<file path="src/rtl/s713_response_misr_pkg.sv">
// Shared constants for the s713 response compactor.
//   S713_OUT_WIDTH : number of s713 primary outputs folded per sample
//   MISR_POLY      : default MISR feedback polynomial
//   MISR_SEED      : default MISR value loaded when a run starts
//   ST_*           : FSM state encodings of the top-level controller
package s713_response_misr_pkg;

  localparam int unsigned S713_OUT_WIDTH = 23;

  localparam logic [31:0] MISR_POLY = 32'h04C11DB7;
  localparam logic [31:0] MISR_SEED = 32'hFFFFFFFF;

  localparam logic [1:0] ST_IDLE = 2'd0;
  localparam logic [1:0] ST_RUN  = 2'd1;
  localparam logic [1:0] ST_DONE = 2'd2;

endpackage

</file>
<file path="src/rtl/s713_response_misr_misr.sv">
// Multiple-input signature register: shift left, fold in POLY when the MSB
// leaves, XOR in the zero-extended data word.
// Ports:
//   clk, rst  : clock, asynchronous active-high reset (register clears to 0)
//   load      : load seed (takes priority over en)
//   seed      : value loaded by load
//   en        : fold data into the register this cycle
//   data      : parallel input word
//   sig       : current register contents
//   sig_next  : value the register takes if en is asserted this cycle
module misr_core
  import s713_response_misr_pkg::*;
#(
  parameter int unsigned          SIG_WIDTH  = 32,
  parameter int unsigned          DATA_WIDTH = S713_OUT_WIDTH,
  parameter logic [SIG_WIDTH-1:0] POLY       = MISR_POLY
) (
  input  logic                  clk,
  input  logic                  rst,
  input  logic                  load,
  input  logic [SIG_WIDTH-1:0]  seed,
  input  logic                  en,
  input  logic [DATA_WIDTH-1:0] data,
  output logic [SIG_WIDTH-1:0]  sig,
  output logic [SIG_WIDTH-1:0]  sig_next
);

  logic [SIG_WIDTH-1:0] sig_q, sig_d;

  always_comb begin
    sig_next = {sig_q[SIG_WIDTH-2:0], 1'b0}
             ^ (sig_q[SIG_WIDTH-1] ? POLY : '0)
             ^ SIG_WIDTH'(data);
    sig_d = sig_q;
    if (load) begin
      sig_d = seed;
    end else if (en) begin
      sig_d = sig_next;
    end
  end

  always_ff @(posedge clk or posedge rst) begin
    if (rst) begin
      sig_q <= '0;
    end else begin
      sig_q <= sig_d;
    end
  end

  assign sig = sig_q;

endmodule

</file>
<file path="src/rtl/s713_response_misr.sv">
// Response compactor for the s713 core: folds num_samples valid output
// vectors into a MISR and compares the final signature with a golden value.
// Ports:
//   clk, rst     : clock, asynchronous active-high reset
//   start        : begin a run (accepted in IDLE/DONE, ignored in RUN)
//   num_samples  : samples to compact, captured on accepted start
//   expected     : golden signature, captured on accepted start
//   valid_in     : dut_out carries a sample this cycle
//   dut_out      : s713 primary outputs, LSB = G106BF
//   busy         : run in progress
//   done         : run finished; holds until the next accepted start
//   pass         : signature matched expected (valid while done)
//   signature    : current MISR contents
//   count        : samples accepted in the current run
module s713_response_misr
  import s713_response_misr_pkg::*;
#(
  parameter int unsigned          DATA_WIDTH = S713_OUT_WIDTH,
  parameter int unsigned          SIG_WIDTH  = 32,
  parameter logic [SIG_WIDTH-1:0] POLY       = MISR_POLY,
  parameter logic [SIG_WIDTH-1:0] SEED       = MISR_SEED,
  parameter int unsigned          CNT_WIDTH  = 16
) (
  input  logic                  clk,
  input  logic                  rst,
  input  logic                  start,
  input  logic [CNT_WIDTH-1:0]  num_samples,
  input  logic [SIG_WIDTH-1:0]  expected,
  input  logic                  valid_in,
  input  logic [DATA_WIDTH-1:0] dut_out,
  output logic                  busy,
  output logic                  done,
  output logic                  pass,
  output logic [SIG_WIDTH-1:0]  signature,
  output logic [CNT_WIDTH-1:0]  count
);

  logic [1:0]           state_q, state_d;
  logic [CNT_WIDTH-1:0] count_q, count_d;
  logic [CNT_WIDTH-1:0] num_q, num_d;
  logic [SIG_WIDTH-1:0] exp_q, exp_d;
  logic                 pass_q, pass_d;

  logic                 misr_load;
  logic                 misr_en;
  logic [SIG_WIDTH-1:0] sig;
  logic [SIG_WIDTH-1:0] sig_next;

  misr_core #(
    .SIG_WIDTH  (SIG_WIDTH),
    .DATA_WIDTH (DATA_WIDTH),
    .POLY       (POLY)
  ) u_misr (
    .clk      (clk),
    .rst      (rst),
    .load     (misr_load),
    .seed     (SEED),
    .en       (misr_en),
    .data     (dut_out),
    .sig      (sig),
    .sig_next (sig_next)
  );

  always_comb begin
    state_d   = state_q;
    count_d   = count_q;
    num_d     = num_q;
    exp_d     = exp_q;
    pass_d    = pass_q;
    misr_load = 1'b0;
    misr_en   = 1'b0;
    case (state_q)
      ST_IDLE, ST_DONE: begin
        // A sample arriving with start is dropped: the run begins from SEED.
        if (start) begin
          misr_load = 1'b1;
          count_d   = '0;
          num_d     = num_samples;
          exp_d     = expected;
          if (num_samples == '0) begin
            state_d = ST_DONE;
            pass_d  = (SEED == expected);
          end else begin
            state_d = ST_RUN;
            pass_d  = 1'b0;
          end
        end
      end
      ST_RUN: begin
        if (valid_in) begin
          misr_en = 1'b1;
          count_d = count_q + CNT_WIDTH'(1);
          // Last sample: compare against the post-update signature so pass
          // lands on the same edge as done.
          if (count_q == num_q - CNT_WIDTH'(1)) begin
            state_d = ST_DONE;
            pass_d  = (sig_next == exp_q);
          end
        end
      end
      default: begin
        state_d = ST_IDLE;
      end
    endcase
  end

  always_ff @(posedge clk or posedge rst) begin
    if (rst) begin
      state_q <= ST_IDLE;
      count_q <= '0;
      num_q   <= '0;
      exp_q   <= '0;
      pass_q  <= 1'b0;
    end else begin
      state_q <= state_d;
      count_q <= count_d;
      num_q   <= num_d;
      exp_q   <= exp_d;
      pass_q  <= pass_d;
    end
  end

  assign busy      = (state_q == ST_RUN);
  assign done      = (state_q == ST_DONE);
  assign pass      = pass_q;
  assign signature = sig;
  assign count     = count_q;

endmodule

</file>
<file path="config.mk">
export PLATFORM = sky130hd
export DESIGN_NAME = s713_response_misr
export DESIGN_NICKNAME = d
export VERILOG_FILES = /design/src/rtl/s713_response_misr_pkg.sv /design/src/rtl/s713_response_misr_misr.sv /design/src/rtl/s713_response_misr.sv
export SDC_FILE = /design/constraint.sdc
export NUM_CORES = 1
export LEC_CHECK = 0
export BUFFER_PORTS_ARGS = -buffer_cell sky130_fd_sc_hd__clkbuf_2
export CAP_MARGIN = 20
export CORE_MARGIN = 5
export CORE_UTILIZATION = 56
export CTS_CLUSTER_DIAMETER = 150
export CTS_CLUSTER_SIZE = 8
export DETAILED_ROUTE_END_ITERATION = 12
export HOLD_SLACK_MARGIN = 0.08
export PLACE_DENSITY = 0.79
export SYNTH_ARGS = -nofsm -noshare
export SYNTH_HDL_FRONTEND = slang
export SYNTH_HIERARCHICAL = 1
export SYNTH_SLANG_ARGS = --single-unit
export TNS_END_PERCENT = 10
</file>
<file path="constraint.sdc">
create_clock -name clk -period 7.6 [get_ports clk]
set_input_delay 0.38 -clock clk [delete_from_list [all_inputs] [get_ports clk]]
set_output_delay 0.38 -clock clk [all_outputs]
set_load 0.01 [all_outputs]
</file>
==> run_results.csv, run 1 <==
group,metric,value,unit
sta,period_minus_slack,3.15,ns
job,maxCapViolCount,0,
placement,gp_congestion,0.955,
setup_path,crit_chain,"nand2b_2 > clkinv_2 > buf_4 > o21bai_1 > o41a_1 > o21ai_0",
floorplanning,dieWidth,112,um
pwr,p_comb_share,50.4,%
floorplanning,ioPinCount,126,
cts,path_clk_slew,0.10,ns
cells_and_area,layout.nets,826,
pwr,power.leakage,0.00330,uW
synthesis,netlist_instances,614,
sta,worst_slew_pin_slew,1.02,ns
sta,fin_skew,0.0109,ns
cts,cts_hold_buf,0,
pwr,total_power,2710,uW
synthesis,ys_seq_area_share,42.9,%
floorplanning,rows,37,
setup_path,regToRegStartpoint,"state_q[0]",
grt,gr-usage-all-layers,24.8,%
sta,slew_headroom,31.9,%
cts,tritoncts,"done",
setup_path,critPathBufInv,2,
cells_and_area,layout-drive-gt1-share,23.0,%
pwr,swShare,42.1,%
setup_path,path_max_fanout,94,
grt,antenna_found_initial,0,
hold_path,min_path_type,"input port to async pin",
grt,grt_pass1_vias,4876,
placement,placedInstanceArea,6530,um^2
synthesis,yosys_most_used_dff,"dfrtp_1",
setup_path,crit_family,"buffers and inverters",
sta,rsz0062_at_grt,"no",
synthesis,synth.cell_area,5770,um^2
cts,cts_root_buf,"clkbuf_8",
pwr,p_per_area,404,nW/um^2
grt,overflow,0,
floorplanning,core-area,10200,um^2
cells_and_area,layoutNonFillerInstCount,889,
synthesis,syn_area_per_cell,9.40,um^2
drt,dr_total_vias,4825,
drt,wire_per_inst,16.8,um
drt,finalWirelength,14.9,mm
sta,setup_ws,4.45,ns
sta,fin_setup_tns,0,ns
cells_and_area,final_cell_mix,"nand2_1, clkbuf_2, dfrtp_1",
setup_path,critical-path-slowest-cell,"nand2b_2",
cells_and_area,postLayoutCellArea,6690,um^2
sta,slew_violations,0,
cells_and_area,final_common_cell,"nand2_1",
pwr,p_seq_share,38.1,%
drt,via_per_inst,5.43,
pwr,pwr-share-clk,11.5,%
cts,insertion_delay,0.38,ns
floorplanning,start_util,56.6,%
synthesis,synthArstFlopShare,100,%
cts,postCtsSetupBuffers,0,
sta,setup_violations,0,
synthesis,synth-seq-cells,99,
cts,htree_num_levels,3,
setup_path,critPathRequiredTime,7.86,ns
setup_path,crit_type,"register to register",
cts,clkSinkCount,99,
outcome,status,"finished clean",
placement,dpl.hpwl,11.1,mm
cts,cts_made_buffers,9,
placement,dp_slack,4.50,ns
synthesis,synth-edff-count,0,
synthesis,ys_types,57,
sta,min_period_over_period,41.5,%
synthesis,yosysWarnings,6,
sta,fmax,317,MHz
sta,finalHoldViolCount,0,
drt,antenna_left,0,
cells_and_area,synthToLayoutAreaGrowth,16.0,%
drt,drc_errors,0,
placement,place_inst,874,
pwr,p_int,1570,uW
pwr,p_sw,1140,uW
floorplanning,die_area,12400,um^2
floorplanning,die_h,112,um
setup_path,critPathCaptureType,"register",
setup_path,start_kind,"register",
cts,ctsResizeCount,0,
setup_path,cp.arrival,3.41,ns
pwr,peakVddDrop,0.227,mV
cells_and_area,diodes,0,
grt,grt_pass1_wl,24.8,mm
placement,io_buffers,125,
setup_path,critPathLaunch,"state_q[0]",
grt,grt_max_degree,95,
drt,drtIter0Drc,348,
cts,clockBufferDepth,2,
drt,drt_pass1_iterations,5,
setup_path,max_stage_delay,0.83,ns
power by group through the flow:
stage	combinational (uW)	sequential [uW]	clock, uW
final	1360	1030	312
after floorplan	1040	992	0
after global placement	1320	1030	0
after global routing	1500	1070	344
after CTS	1370	1030	319
after detailed placement	1360	1040	0
tightest hold or removal path: cells and delay by family:
family	cells	cell delay (ns)
buf+inv	3	0.54
path summary, 6_finish.rpt:
path	endpoint	slack [ns]	cells past startpoint
worst min-delay path	u_misr/sig[24]	0.09	3
max in group asynchronous	exp_q[23]	6.78	3
min in group clk	exp_q[9]	0.21	3
worst max register to register	pass	4.45	6
worst max-delay path	pass	4.45	6
worst min register to register	exp_q[11]	0.50	2
cell usage after synthesis, types with 3 or more instances:
library cell	instances	share of area, %
nand2_1	167	11
dfrtp_1	99	43
xnor2_1	47	7.1
xor2_1	31	4.7
nor2_1	25	1.6
mux2_2	23	4.5
mux2i_1	23	4.0
o21ai_1	21	1.8
clkbuf_1	18	1.2
nand4_1	16	1.7
nand3_1	13	1.1
inv_1	12	0.78
o21ai_0	12	1.0
xor3_1	11	4.5
nor4_1	9	0.98
a21oi_1	7	0.61
buf_4	7	0.91
a31oi_1	5	0.54
buf_1	5	0.33
nor3_1	5	0.43
buf_2	4	0.35
nand2b_1	4	0.43
nor2b_1	4	0.43
or3_1	4	0.43
and3_1	3	0.33
final cells by class:
cell class / count / area [um^2]
Clock buffer: 11 / 141
Clock inverter: 4 / 27.5
Fill cell: 894 / 3490
Inverter: 13 / 50.0
Multi-Input combinational cell: 497 / 3170
Sequential cell: 99 / 2480
Tap cell: 136 / 170
Timing Repair Buffer: 129 / 656
per-stage QoR:
stage	hold slack, ns	util [%]
final	0.0935	65.7
after global routing	0.143	65.7
after CTS	0.100	65.7
after detailed placement	0.485	64.1
after global placement	0.479	64.1
after floorplan	0.465	-
cell families (layout without fill, tap and decap cells):
family          count (synthesis)  count (layout)  synth area share, %
mux                            46              46                 8.48
flops                          99              99                 42.9
buf+inv                        49             157                 4.14
simple gates                  264             264                 20.4
xor+xnor                       89              89                 16.4
other cells                     1              32               0.0650
fa+ha+maj                       2               2                0.434
compound gates                 64              64                 7.16
state kept, by name (all words and copies together) (netlist names):
name,flops
num_q,16
pass,1
u_misr/sig,32
exp_q,32
count,16
state_q,2
routing by layer:
layer  wire, um  GRT usage [%]  part of all wire [%]
met1       6310           32.7                    42
met2       7180           39.5                    48
met3       1010           7.23                   6.8
met4        420           8.27                   2.8
met5          0              0                     0
Note: power is estimated with default switching activity, not from simulation.
==> inputs of run 2 (changes only) <==
Settings changed: CORE_UTILIZATION 56 to 55, PLACE_DENSITY 0.79 to 0.78.
Clock period 7.6 ns to 3.2 ns, I/O delays scaled along.
==> run_results.csv, run 2 (synthesis gave the netlist of run 1 again) <==
group,metric,value,unit
placement,placedInstanceArea,6620,um^2
grt,antenna_found_initial,0,
sta,period_minus_slack,2.90,ns
setup_path,critPathRequiredTime,3.49,ns
cells_and_area,final.fill_count,798,
cells_and_area,postLayoutCellArea,7300,um^2
sta,rsz0062_at_grt,"no",
cts,clockBufferDepth,2,
cells_and_area,final_common_cell,"nand2_1",
cells_and_area,synthToLayoutAreaGrowth,26.6,%
cells_and_area,layout.nets,884,
grt,grt_pass1_wl,26.6,mm
setup_path,crit_type,"register to register",
floorplanning,die_h,112,um
floorplanning,rows,37,
floorplanning,core-area,10300,um^2
cells_and_area,layout-drive-gt1-share,22.4,%
sta,whs,0.168,ns
cts,path_clk_slew,0.09,ns
setup_path,start_kind,"register",
placement,dpl.hpwl,11.7,mm
sta,fin_setup_tns,0,ns
sta,setup_violations,0,
setup_path,cp.arrival,3.19,ns
grt,grt_max_degree,45,
sta,worst_slew_pin_slew,0.933,ns
setup_path,path_max_fanout,6,
cts,tritoncts,"done",
pwr,power.leakage,0.00356,uW
grt,gr-usage-all-layers,26.5,%
cells_and_area,final_cell_mix,"nand2_1, clkbuf_2, dfrtp_1",
sta,min_period_over_period,90.6,%
cells_and_area,layoutNonFillerInstCount,948,
drt,via_per_inst,5.39,
hold_path,min_path_type,"input port to register",
floorplanning,start_util,56.1,%
setup_path,critPathCaptureType,"register",
floorplanning,dieWidth,112,um
sta,slew_violations,0,
cells_and_area,area.sequential,2480,um^2
placement,place_inst,883,
pwr,peakVddDrop,0.547,mV
job,maxCapViolCount,0,
grt,grt_pass1_vias,5315,
sta,slew_headroom,37.7,%
cts,cts_made_buffers,9,
drt,dr_total_vias,5113,
sta,fmax,345,MHz
cts,cts_root_buf,"clkbuf_8",
cts,htree_num_levels,3,
sta,fin_skew,0.0113,ns
drt,wire_per_inst,17.2,um
outcome,status,"finished clean",
cts,insertion_delay,0.38,ns
drt,drc_errors,0,
pwr,p_per_area,911,nW/um^2
drt,drt_pass1_iterations,5,
pwr,total_power,6660,uW
placement,gp_congestion,0.908,
drt,finalWirelength,16.3,mm
drt,antenna_left,0,
cts,clkSinkCount,99,
sta,finalHoldViolCount,0,
grt,overflow,0,
drt,drtIter0Drc,390,
cells_and_area,diodes,0,
placement,io_buffers,125,
floorplanning,die_area,12600,um^2
cells_and_area,multi_input_area,3170,um^2
floorplanning,ioPinCount,126,
cts,postCtsSetupBuffers,0,
run 2: repair_timing:
| item | 4_1_cts | 5_1_grt |
|---|---|---|
| hold endpoints to repair | 123 | 0 |
| hold buffers | 49 | 0 |
| resized for setup | 0 | 0 |
run 2: layer usage:
layer,track usage [%],share of wire (%),vias to the layer above
met2,45.9,51,213
met4,10.9,2.6,0
li1,-,-,2420
met3,5.39,6.3,44
met5,0,0,-
met1,32.3,40,2436
run 2: stage by stage:
stage          setup WS [ns]  utilization, %
2_1_floorplan          0.550               -
6_report               0.301            71.1
3_3_place_gp           0.405            64.4
5_1_grt               0.0272            71.1
4_1_cts                0.318            71.1
3_5_place_dp           0.330            64.4
run 2: layout make-up:
type / instances / share of cell area [%]
Sequential cell: 99 / 33.9
Inverter: 13 / 0.685
Clock inverter: 4 / 0.685
Multi-Input combinational cell: 497 / 43.4
Timing Repair Buffer: 187 / 17.0
Clock buffer: 12 / 1.99
Tap cell: 136 / 2.33
run 2: path summary, 6_finish.rpt:
path	startpoint	endpoint	slack (ns)	depth (start not counted)
worst max-delay path	num_q[0]	pass	0.30	9
worst min-delay path	valid_in	state_q[0]	0.17	4
worst max register to register	num_q[0]	pass	0.30	9
worst min register to register	exp_q[19]	exp_q[19]	0.50	2
max in group asynchronous	rst	count[14]	1.79	4
min in group asynchronous	rst	u_misr/sig[28]	0.42	4
run 2: critical path, stage by stage (launching register included):
cell and delay, ns:
dfrtp_1 0.42, inv_1 0.08, ha_1 0.18, or4b_1 0.62, o41ai_4 0.27, xor2_1 0.17
nand3_1 0.09, a2111o_1 0.48, o41a_1 0.43, o21ai_0 0.08
run 2: power breakdown:
| part | total, uW | internal (uW) | switching, uW |
|---|---|---|---|
| Clock | 831 | 383 | 448 |
| Sequential | 2460 | 1790 | 666 |
| Combinational | 3370 | 1710 | 1660 |
| Total | 6660 | 3890 | 2770 |
